<file path="src/rtl/cpu_pkg.sv">
// Shared CPU types: ALU opcodes, default widths, and the operand-stage entry.
// Used by ex_operand_stage (forwarding enabled by defining EX_OPERAND_FWD_EN).
package cpu_pkg;

  localparam int CPU_WIDTH = 32;
  localparam int CPU_RA_W  = 5;

  localparam logic [2:0] ALU_AND = 3'b000;
  localparam logic [2:0] ALU_OR  = 3'b001;
  localparam logic [2:0] ALU_SLT = 3'b011;
  localparam logic [2:0] ALU_ADD = 3'b100;
  localparam logic [2:0] ALU_SUB = 3'b110;

  typedef struct packed {
    logic                 valid;
    logic [2:0]           ctrl;
    logic [CPU_RA_W-1:0]  rs_addr;
    logic [CPU_RA_W-1:0]  rt_addr;
    logic [CPU_WIDTH-1:0] rs_val;
    logic [CPU_WIDTH-1:0] rt_val;
    logic [CPU_WIDTH-1:0] imm;
    logic                 use_imm;
    logic [CPU_RA_W-1:0]  rd_addr;
    logic                 wr_en;
  } entry_t;

endpackage

</file>
<file path="src/rtl/operand_fwd.sv">
// Compare-and-replace of one entry's rs/rt values against the writeback bus.
// Active only when EX_OPERAND_FWD_EN is defined; otherwise a passthrough.
module operand_fwd
  import cpu_pkg::*;
(
  input  entry_t               e_i,
  input  logic                 fwd_valid,
  input  logic [CPU_RA_W-1:0]  fwd_addr,
  input  logic [CPU_WIDTH-1:0] fwd_data,
  output entry_t               e_o
);

`ifdef EX_OPERAND_FWD_EN
  logic hit;

  always_comb begin
    e_o = e_i;
    hit = fwd_valid && (fwd_addr != '0);
    if (hit && (e_i.rs_addr == fwd_addr))
      e_o.rs_val = fwd_data;
    if (hit && (e_i.rt_addr == fwd_addr))
      e_o.rt_val = fwd_data;
  end
`else
  logic unused_fwd;

  assign unused_fwd = ^{fwd_valid, fwd_addr, fwd_data};
  assign e_o = e_i;
`endif

endmodule

</file>
<file path="src/rtl/ex_operand_stage.sv">
// Registered ALU operand stage with 2-entry skid buffer and writeback snoop.
// Define EX_OPERAND_FWD_EN to enable forwarding from the fwd_* bus.
module ex_operand_stage
  import cpu_pkg::*;
#(
  parameter int WIDTH = CPU_WIDTH,
  parameter int RA_W  = CPU_RA_W
) (
  input  logic             clk,
  input  logic             rst_n,
  input  logic             in_valid,
  output logic             in_ready,
  input  logic [2:0]       in_ctrl,
  input  logic [RA_W-1:0]  in_rs_addr,
  input  logic [RA_W-1:0]  in_rt_addr,
  input  logic [RA_W-1:0]  in_rd_addr,
  input  logic [WIDTH-1:0] in_rs_val,
  input  logic [WIDTH-1:0] in_rt_val,
  input  logic [WIDTH-1:0] in_imm,
  input  logic             in_use_imm,
  input  logic             in_wr_en,
  input  logic             flush,
  input  logic             fwd_valid,
  input  logic [RA_W-1:0]  fwd_addr,
  input  logic [WIDTH-1:0] fwd_data,
  output logic             out_valid,
  input  logic             out_ready,
  output logic [WIDTH-1:0] out_a,
  output logic [WIDTH-1:0] out_b,
  output logic [2:0]       out_ctrl,
  output logic [RA_W-1:0]  out_rd_addr,
  output logic             out_wr_en
);

  entry_t in_e, in_f;
  entry_t main_q, main_d, main_f;
  entry_t skid_q, skid_d, skid_f;
  logic   in_ready_q, in_ready_d;
  logic   accept, drain;

  always_comb begin
    in_e         = '0;
    in_e.valid   = in_valid;
    in_e.ctrl    = in_ctrl;
    in_e.rs_addr = in_rs_addr;
    in_e.rt_addr = in_rt_addr;
    in_e.rs_val  = in_rs_val;
    in_e.rt_val  = in_rt_val;
    in_e.imm     = in_imm;
    in_e.use_imm = in_use_imm;
    in_e.rd_addr = in_rd_addr;
    in_e.wr_en   = in_wr_en;
  end

  operand_fwd u_fwd_in (
    .e_i       (in_e),
    .fwd_valid (fwd_valid),
    .fwd_addr  (fwd_addr),
    .fwd_data  (fwd_data),
    .e_o       (in_f)
  );

  operand_fwd u_fwd_main (
    .e_i       (main_q),
    .fwd_valid (fwd_valid),
    .fwd_addr  (fwd_addr),
    .fwd_data  (fwd_data),
    .e_o       (main_f)
  );

  operand_fwd u_fwd_skid (
    .e_i       (skid_q),
    .fwd_valid (fwd_valid),
    .fwd_addr  (fwd_addr),
    .fwd_data  (fwd_data),
    .e_o       (skid_f)
  );

  assign accept = in_valid && in_ready_q;
  assign drain  = main_q.valid && out_ready;

  // in_ready_q always mirrors !skid_q.valid, so accept implies skid empty
  always_comb begin
    main_d = main_f;
    skid_d = skid_f;
    if (flush) begin
      main_d.valid = 1'b0;
      skid_d.valid = 1'b0;
    end else begin
      if (drain) begin
        if (skid_q.valid) begin
          main_d       = skid_f;
          skid_d.valid = 1'b0;
        end else begin
          main_d.valid = 1'b0;
        end
      end
      if (accept) begin
        if (!main_q.valid || drain) begin
          main_d       = in_f;
          main_d.valid = 1'b1;
        end else begin
          skid_d       = in_f;
          skid_d.valid = 1'b1;
        end
      end
    end
    in_ready_d = !skid_d.valid;
  end

  always_ff @(posedge clk or negedge rst_n) begin
    if (!rst_n) begin
      main_q     <= '0;
      skid_q     <= '0;
      in_ready_q <= 1'b1;
    end else begin
      main_q     <= main_d;
      skid_q     <= skid_d;
      in_ready_q <= in_ready_d;
    end
  end

  assign in_ready    = in_ready_q;
  assign out_valid   = main_q.valid;
  assign out_a       = main_q.rs_val;
  assign out_b       = main_q.use_imm ? main_q.imm : main_q.rt_val;
  assign out_ctrl    = main_q.ctrl;
  assign out_rd_addr = main_q.rd_addr;
  assign out_wr_en   = main_q.wr_en;

endmodule

</file>
<file path="config.mk">
export PLATFORM = sky130hd
export DESIGN_NAME = ex_operand_stage
export DESIGN_NICKNAME = d
export VERILOG_FILES = /design/src/rtl/cpu_pkg.sv /design/src/rtl/operand_fwd.sv /design/src/rtl/ex_operand_stage.sv
export SDC_FILE = /design/constraint.sdc
export NUM_CORES = 1
export LEC_CHECK = 0
export CAP_MARGIN = 20
export CORE_AREA = 5 5 139 141
export CTS_CLUSTER_SIZE = 20
export DETAILED_ROUTE_END_ITERATION = 8
export DIE_AREA = 0 0 144 146
export PLACE_DENSITY = 0.95
export SYNTH_ARGS = -nofsm -noshare
export SYNTH_HDL_FRONTEND = slang
export SYNTH_SLANG_ARGS = --single-unit
</file>
<file path="constraint.sdc">
create_clock -name clk -period 3.68 [get_ports clk]
set_input_delay 1.104 -clock clk [delete_from_list [all_inputs] [get_ports clk]]
set_output_delay 1.104 -clock clk [all_outputs]
set_load 0.005 [all_outputs]
</file>
# Yosys cells after proc, flatten, opt, wreduce, memory -nomap -nowiden
# Index checks and enable logic that the tools add are counted.
# word_totals
latchBits,0
reg_bits,235
memories,0
in_bits,159
rom_bits,0
ram_bits,0
out_inout_bits,75
word_cells,40
# classes
magnitude_cmp,0
n_shift,0
n_mux,11
multipliers,0
div_mod_pow,0
reduce_logical,6
n_bitwise,2
n_eq_ne,0
n_addsub,0
# op_table
cell,n
117-bit two-way mux,5
116-bit two-way mux,1
32-bit two-way mux,1
1-bit two-way mux,4
3-bit AND reduction,1
1-bit logical AND,2
1-bit zero test,2
1-bit inverter,2
1-bit logical OR,1

# Longest topological paths before layout
# Gate-level depths: netlist (run 1).
# logic_depth
depth_word,6
mapped_depth,6
mapped_depth_nobuf,4

# Cells and area by module
# Synthesis (run 1) repeated with hierarchy kept, for this count alone.
# hier_totals
cells_unflattened,1085
area_unflattened_um2,12634.6
# modules_own_cells
module,n_inst,seq_area_each_um2,area_each_um2,cells_each
ex_operand_stage,1,5881.9,9999.6,734
operand_fwd,3,0.0,878.3,117

# Worst setup path before layout (run 1)
# No wires, ideal clock.
# synth_timing
path_type,reg2out
startpoint,reg main_q[6] (netlist name)
endpoint,out out_b[10]
stages_incl_launch_ff,4
setup_slack_ns,1.344
arrival_time_ns,1.232
cell_sequence,dfrtp_1 > clkbuf_1 > clkbuf_1 > mux2_2
# synth_via
elab_chain_len,1
# synth_lines
element,line_no,rtl
"start, declared",ex_operand_stage.sv:36,"entry_t main_q, main_d, main_f;"
"start signal, assigned",ex_operand_stage.sv:117,main_q <= main_d;
32-bit two-way mux,ex_operand_stage.sv:126,assign out_b = main_q.use_imm ? main_q.imm : main_q.rt_val;
"end, declared",ex_operand_stage.sv:29,"output logic [WIDTH-1:0] out_b,"
# Every way passes these cells.

# Worst setup path in the final report (run 1)
# layout_timing
startpoint,reg main_q[6] (netlist name)
endpoint,out out_b[5]
# The elaborated chain is that of the path after synthesis.

==> flow_summary.json, run 1 <==
{
  "cts.sinks": 215,
  "dp_hpwl_mm": 14.3,
  "synth-edff-count": 0,
  "clk_latency_ps": 500,
  "grtUsageTotal_pct": 21.7,
  "hold_buffers": 0,
  "clock_skew_ps": 19.3,
  "wire_per_inst_um": 21.7,
  "syn_nets": 838,
  "cp_slowest_cell": "dfrtp_2",
  "setup-violations-final": 0,
  "synthFlopType": "dfrtp_1",
  "fin_setup_tns_ps": 0,
  "cts_htree_levels": 1,
  "critPathTopFamily": "buffers and inverters",
  "area_growth_pct": 27.2,
  "tightestPinTransition_ps": 794,
  "die_h_um": 146,
  "synth_top_family_by_area": "compound AO/OA/AOI/OAI gates",
  "final_nets": 965,
  "core_area_um2": 17800,
  "drt_iter0_drc": 228,
  "global_route.usage.met1_pct": 28.2,
  "layout_setup_ws_ps": 212,
  "postCtsResizedCells": 0,
  "endpoint_kind": "output port",
  "antenna_left": 0,
  "regArea_um2": 5380,
  "cts_tree": "built",
  "slowest_delay_ps": 680,
  "critPathArrivalTime_ps": 2360,
  "synth_fa_ha_area_share_pct": 0,
  "synth_area_leaders": "dfrtp_1 56%, o22a_1 20%, mux2_2 12%",
  "ys_seq_elements": 215,
  "grt_pass1_wl_mm": 37.1,
  "die_x_um": 144,
  "clockBufferDepth": 3,
  "synth_xor_area_share_pct": 0,
  "start_util_pct": 53.2,
  "grt_max_degree": 99,
  "die_area_um2": 21000,
  "multi_input_area_um2": 3520,
  "synth_top_area_share_pct": 56.5,
  "min_period_ps": 3470,
  "num_vias": 6319,
  "timing.final.crit_share_pct": 94.2,
  "io_pins": 234,
  "async_flop_share_pct": 100,
  "dpl_worst_slack_ps": 389,
  "gr-usage-met2_pct": 35.5,
  "met3_usage_pct": 6.31,
  "drc": 0,
  "syn_area_um2": 9480,
  "synth_area_leader_cell": "dfrtp_1",
  "cts_buffers": 22,
  "rows": 49,
  "synth-simple-area-share_pct": 0.620,
  "cts_setup_buffers": 0,
  "slew_viol_final": 0,
  "maxSlewHeadroom_pct": 47.1,
  "clkSlewWorstSetupHoldPaths_ps": 60,
  "netlist-cell-type-count": 22,
  "grt_pass1_vias": 6906,
  "powerDensity_nw_per_um2": 583,
  "post-synth-top-count-cell": "dfrtp_1",
  "crit_path_start_kind": "register",
  "via_per_inst": 6.02,
  "layout-drive-gt1-share_pct": 19.5,
  "synth_compound_area_share_pct": 19.9,
  "ir_drop_mv": 0.412,
  "synth.area.mux_share_pct": 16.4,
  "drv_cap": 0,
  "syn_inst": 679,
  "synth_warnings": 0,
  "critPathKind": "register to output port",
  "hp-class": "register to register",
  "crit_buf_inv": 2,
  "p_leak_uw": 0.00476,
  "overflow": 0,
  "syn-mean-instance-area_um2": 14.0,
  "status": "finished, final reports clean",
  "first_pass_iters": 5,
  "cp_data_required_time_ps": 2580,
  "drt-total-wl_mm": 22.8,
  "path_cells": "buf_4, mux2_2, clkdlybuf4s50_1",
  "fillCellCount": 1229,
  "ys_seq_area_share_pct": 56.7,
  "rsz0062_at_grt": "no",
  "crit_fanout": 19,
  "antenna_found_initial": 2,
  "hold_violations": 0,
  "yosys-top-cells-count": "214 x dfrtp_1, 212 x o22a_1, 98 x mux2_2",
  "place.gp.congestion": 0.777,
  "root_buffer": "clkbuf_16",
  "max_freq_ghz": 0.288,
  "port_buffers": 185,
  "busiest_layer": "met2"
}
==> flip-flops by register name (all words and copies together) (netlist names) <==
name and flops:
in_ready 1, main_q 65, out_a 32, out_ctrl 3, out_rd_addr 5, out_valid 1
out_wr_en 1, skid_q 107
==> per-layer routing <==
layer	part of all wire (%)	wire length [um]
met1	41	9340
met2	48	11000
met3	8.7	1990
met4	2.3	522
met5	0.031	7
==> placed cells by master (no fill, tap or decap) <==
cell type,synthesis,routed
clkdlybuf4s50_1,0,183
inv_1,2,2
clkbuf_16,0,23
mux2_1,40,40
clkbuf_1,33,2
dfrtp_1,214,213
bufinv_16,0,1
buf_12,0,8
and2_1,1,1
diode_2,0,1
dfstp_2,1,1
dfrtp_2,0,1
a31oi_1,1,1
or3_1,1,1
buf_4,44,11
clkbuf_8,0,12
nor3_4,0,1
mux2_2,98,98
nand2b_1,1,1
a21oi_1,1,1
nand4_4,0,1
o21ai_0,1,1
clkinvlp_4,0,1
nand2_1,2,2
a21oi_4,1,1
o22a_1,212,212
nand3_4,0,1
==> cells by family after synthesis <==
kind of cell / Yosys count
buffers and inverters: 102
AO/OA/AOI/OAI: 216
AND/OR/NAND/NOR: 8
flip-flops: 215
multiplexers: 138
==> report_power, final <==
part           switching [uW]  total (uW)  internal (uW)
Combinational             509        1500            991
Clock                     876        2300           1420
Sequential                313        3230           2920
==> worst paths after layout <==
check | startpoint | to | slack (ps) | cells after the start
min in group asynchronous | rst_n | skid_q[26]$_DFFE_PN0P_ | 680 | 1
max | main_q[6]$_DFFE_PN0N_ | out_b[5] | 210 | 3
min | skid_q[96]$_DFFE_PN0P_ | skid_q[96]$_DFFE_PN0P_ | 490 | 1
max reg2reg | in_ready$_DFF_PN1_ | main_q[10]$_DFFE_PN0N_ | 1570 | 5
max in group asynchronous | rst_n | skid_q[113]$_DFFE_PN0P_ | 2210 | 2
min reg2reg | skid_q[96]$_DFFE_PN0P_ | skid_q[96]$_DFFE_PN0P_ | 490 | 1
==> metrics by stage <==
step / cell area, um2 / hold WS [ps] / cells / power [uW] / utilization [%]
3_3_place_gp: 11300 / 468 / 1011 / 4670 / 63.3
6_report: 12100 / 489 / 1050 / 7030 / 67.6
3_5_place_dp: 11300 / 477 / 1011 / 4770 / 63.3
5_1_grt: 12100 / 495 / 1050 / 7380 / 67.6
2_1_floorplan: 9480 / 459 / 679 / 4080 / -
4_1_cts: 12100 / 491 / 1049 / 7100 / 67.6
==> layout make-up <==
class,instances,area share [%]
tap,229,2.38
multi-input combinational,362,29.2
clock buffer,36,6.09
sequential,215,44.6
antenna,1,0.0207
inverter,2,0.0622
timing repair buffer,203,17.3
clock inverter,2,0.311
(Power assumes the default switching activity.)
==> run 2: changes to the inputs <==
--- a/config.mk
+++ b/config.mk
@@ -10,6 +10,7 @@
 export CTS_CLUSTER_SIZE = 20
 export DETAILED_ROUTE_END_ITERATION = 8
 export DIE_AREA = 0 0 144 146
+export GPL_TIMING_DRIVEN = 0
 export PLACE_DENSITY = 0.95
 export SYNTH_ARGS = -nofsm -noshare
 export SYNTH_HDL_FRONTEND = slang
==> run 2 against run 1 <==
Effect of this change:
- non-clock buffer count grew 84
- global-route usage up 1.5 points
- critical path depth is 1 higher
- critical endpoint is now out_b[24]
- combinational power is 10% higher
- largest power group unchanged
- clock skew fell by 9.0 ps
- largest cell class unchanged
==> flow_summary.json, run 2 (same netlist as run 1, synthesis figures left out) <==
{
  "status": "finished, final reports clean",
  "reg2reg_depth": 5,
  "clockBufferDepth": 3,
  "layout.cells.non_filler": 1137,
  "r2r-end": "skid_q[92]$_DFFE_PN0P_",
  "grtUsageTotal_pct": 23.3,
  "grt_max_degree": 123,
  "p_seq_share_pct": 45.6,
  "p_switching_uw": 1770,
  "r2r_start": "in_ready$_DFF_PN1_",
  "ir_drop_mv": 0.458,
  "core_area_um2": 17800,
  "final_cell_mix": "214 x dfrtp_1, 212 x o22a_1, 184 x clkdlybuf4s50_1",
  "endpoint_kind": "output port",
  "antenna_left": 0,
  "place.gp.congestion": 0.793,
  "port_buffers": 185,
  "drv_cap": 0,
  "crit_path_start_kind": "register",
  "drc": 0,
  "final_nets": 1050,
  "slew_viol_final": 0,
  "r2r_setup_slack_ps": 1510,
  "cts_htree_levels": 1,
  "area_growth_pct": 30.8,
  "setup-violations-final": 0,
  "pwr-share-comb_pct": 23.4,
  "cts.sinks": 215,
  "grt_pass1_vias": 7370,
  "wire_per_inst_um": 21.7,
  "timing.final.crit_share_pct": 96.5,
  "cts_buffers": 23,
  "clkSlewWorstSetupHoldPaths_ps": 60,
  "crit_fanout": 10,
  "dpl.cell_count": 1095,
  "tightestPinTransition_ps": 598,
  "swShare_pct": 25.0,
  "num_vias": 6727,
  "grt_pass1_wl_mm": 39.3,
  "die_h_um": 146,
  "powerDensity_nw_per_um2": 571,
  "die_x_um": 144,
  "fin_setup_tns_ps": 0,
  "cts_setup_buffers": 0,
  "root_buffer": "clkbuf_16",
  "largest_register": "skid_q",
  "layout-drive-gt1-share_pct": 22.6,
  "p_leak_uw": 0.00499,
  "cts_tree": "built",
  "whs_ps": 411,
  "overflow": 0,
  "hp-class": "input pin to async pin",
  "dpl_worst_slack_ps": 369,
  "rsz0062_at_grt": "no",
  "min_period_ps": 3550,
  "die_area_um2": 21000,
  "critPathArrivalTime_ps": 2450,
  "intPower_uw": 5310,
  "clk_latency_ps": 500,
  "via_per_inst": 5.92,
  "io_pins": 234,
  "start_util_pct": 53.2,
  "dp_hpwl_mm": 17.0,
  "largest_reg_flops": 107,
  "clock_skew_ps": 10.2,
  "drt_iter0_drc": 304,
  "layout_setup_ws_ps": 128,
  "rows": 49,
  "pwr-share-clk_pct": 31.1,
  "final_common_cell": "dfrtp_1",
  "antenna_found_initial": 4,
  "first_pass_iters": 4,
  "critPathKind": "register to output port",
  "max_freq_ghz": 0.282,
  "maxSlewHeadroom_pct": 60.2,
  "cp_data_required_time_ps": 2580,
  "hold_violations": 0,
  "drt-total-wl_mm": 24.7
}
-- run 2: cell count changes in the layout (fill, tap and decap cells not counted), moves of 4 or more --
| cell | change |
|---|---|
| buf_12 | -8 |
| buf_2 | +18 |
| buf_4 | +33 |
| buf_6 | +4 |
| clkbuf_1 | +38 |
| clkbuf_8 | -8 |
-- run 2: critical path: stages (launching register included) --
cell and delay, ps:
dfrtp_1 310, clkbuf_1 350, clkbuf_2 390, mux2_2 370
clkdlybuf4s50_1 520
-- run 2: power by group through the flow --
stage          sequential, uW  clock, uW  combinational, uW
2_1_floorplan            3150          0                929
3_3_place_gp             3210          0               1590
3_5_place_dp             3260          0               1660
4_1_cts                  3220       2230               1680
5_1_grt                  3290       2340               1780
6_report                 3230       2200               1650
-- run 2: timing repair --
item / in CTS / in global routing
gates resized for setup: 3 / 0
hold buffers: 0 / 0
setup endpoints to repair: 28 / 0
-- run 2: worst max-delay path by stage --
stage / start / endpoint / slack, ps / cells after the start
finish: main_q[6]$_DFFE_PN0N_ / out_b[24] / 130 / 4
global route: main_q[6]$_DFFE_PN0N_ / out_b[24] / 50 / 4
CTS: main_q[6]$_DFFE_PN0N_ / out_b[22] / 140 / 4
detailed placement: out_ready / main_q[20]$_DFFE_PN0N_ / 370 / 6
global placement: rst_n / skid_q[100]$_DFFE_PN0P_ / -7330 / 1
floorplan: main_q[6]$_DFFE_PN0N_ / out_b[10] / 1340 / 3
-- run 2: layer usage --
metal | GRT usage, % | part of all wire, % | vias to the layer above | wire, um
met1 | 30.7 | 42 | 3443 | 10200
li1 | - | - | 3001 | -
met2 | 38.2 | 49 | 235 | 12100
met5 | 0 | 0.10 | - | 25
met3 | 5.92 | 7.7 | 44 | 1890
met4 | 6.26 | 1.7 | 4 | 416
-- run 2: per-stage QoR --
| step | area [um2] | total power [uW] | utilization, % |
|---|---|---|---|
| 2_1_floorplan | 9480 | 4080 | - |
| 3_3_place_gp | 11600 | 4800 | 65.1 |
| 3_5_place_dp | 11700 | 4910 | 65.5 |
| 4_1_cts | 12400 | 7130 | 69.5 |
| 5_1_grt | 12400 | 7410 | 69.5 |
| 6_report | 12400 | 7080 | 69.5 |
-- run 2: area by class of cell --
class                           count  area [um2]
Tap cell                          229         287
Clock inverter                      3        43.8
Inverter                            2        7.51
Buffer                            100         597
Antenna cell                        2        5.00
Sequential cell                   215        5380
Clock buffer                       37         668
Multi-Input combinational cell    362        3500
Timing Repair Buffer              187        1910
Fill cell                        1261        5440
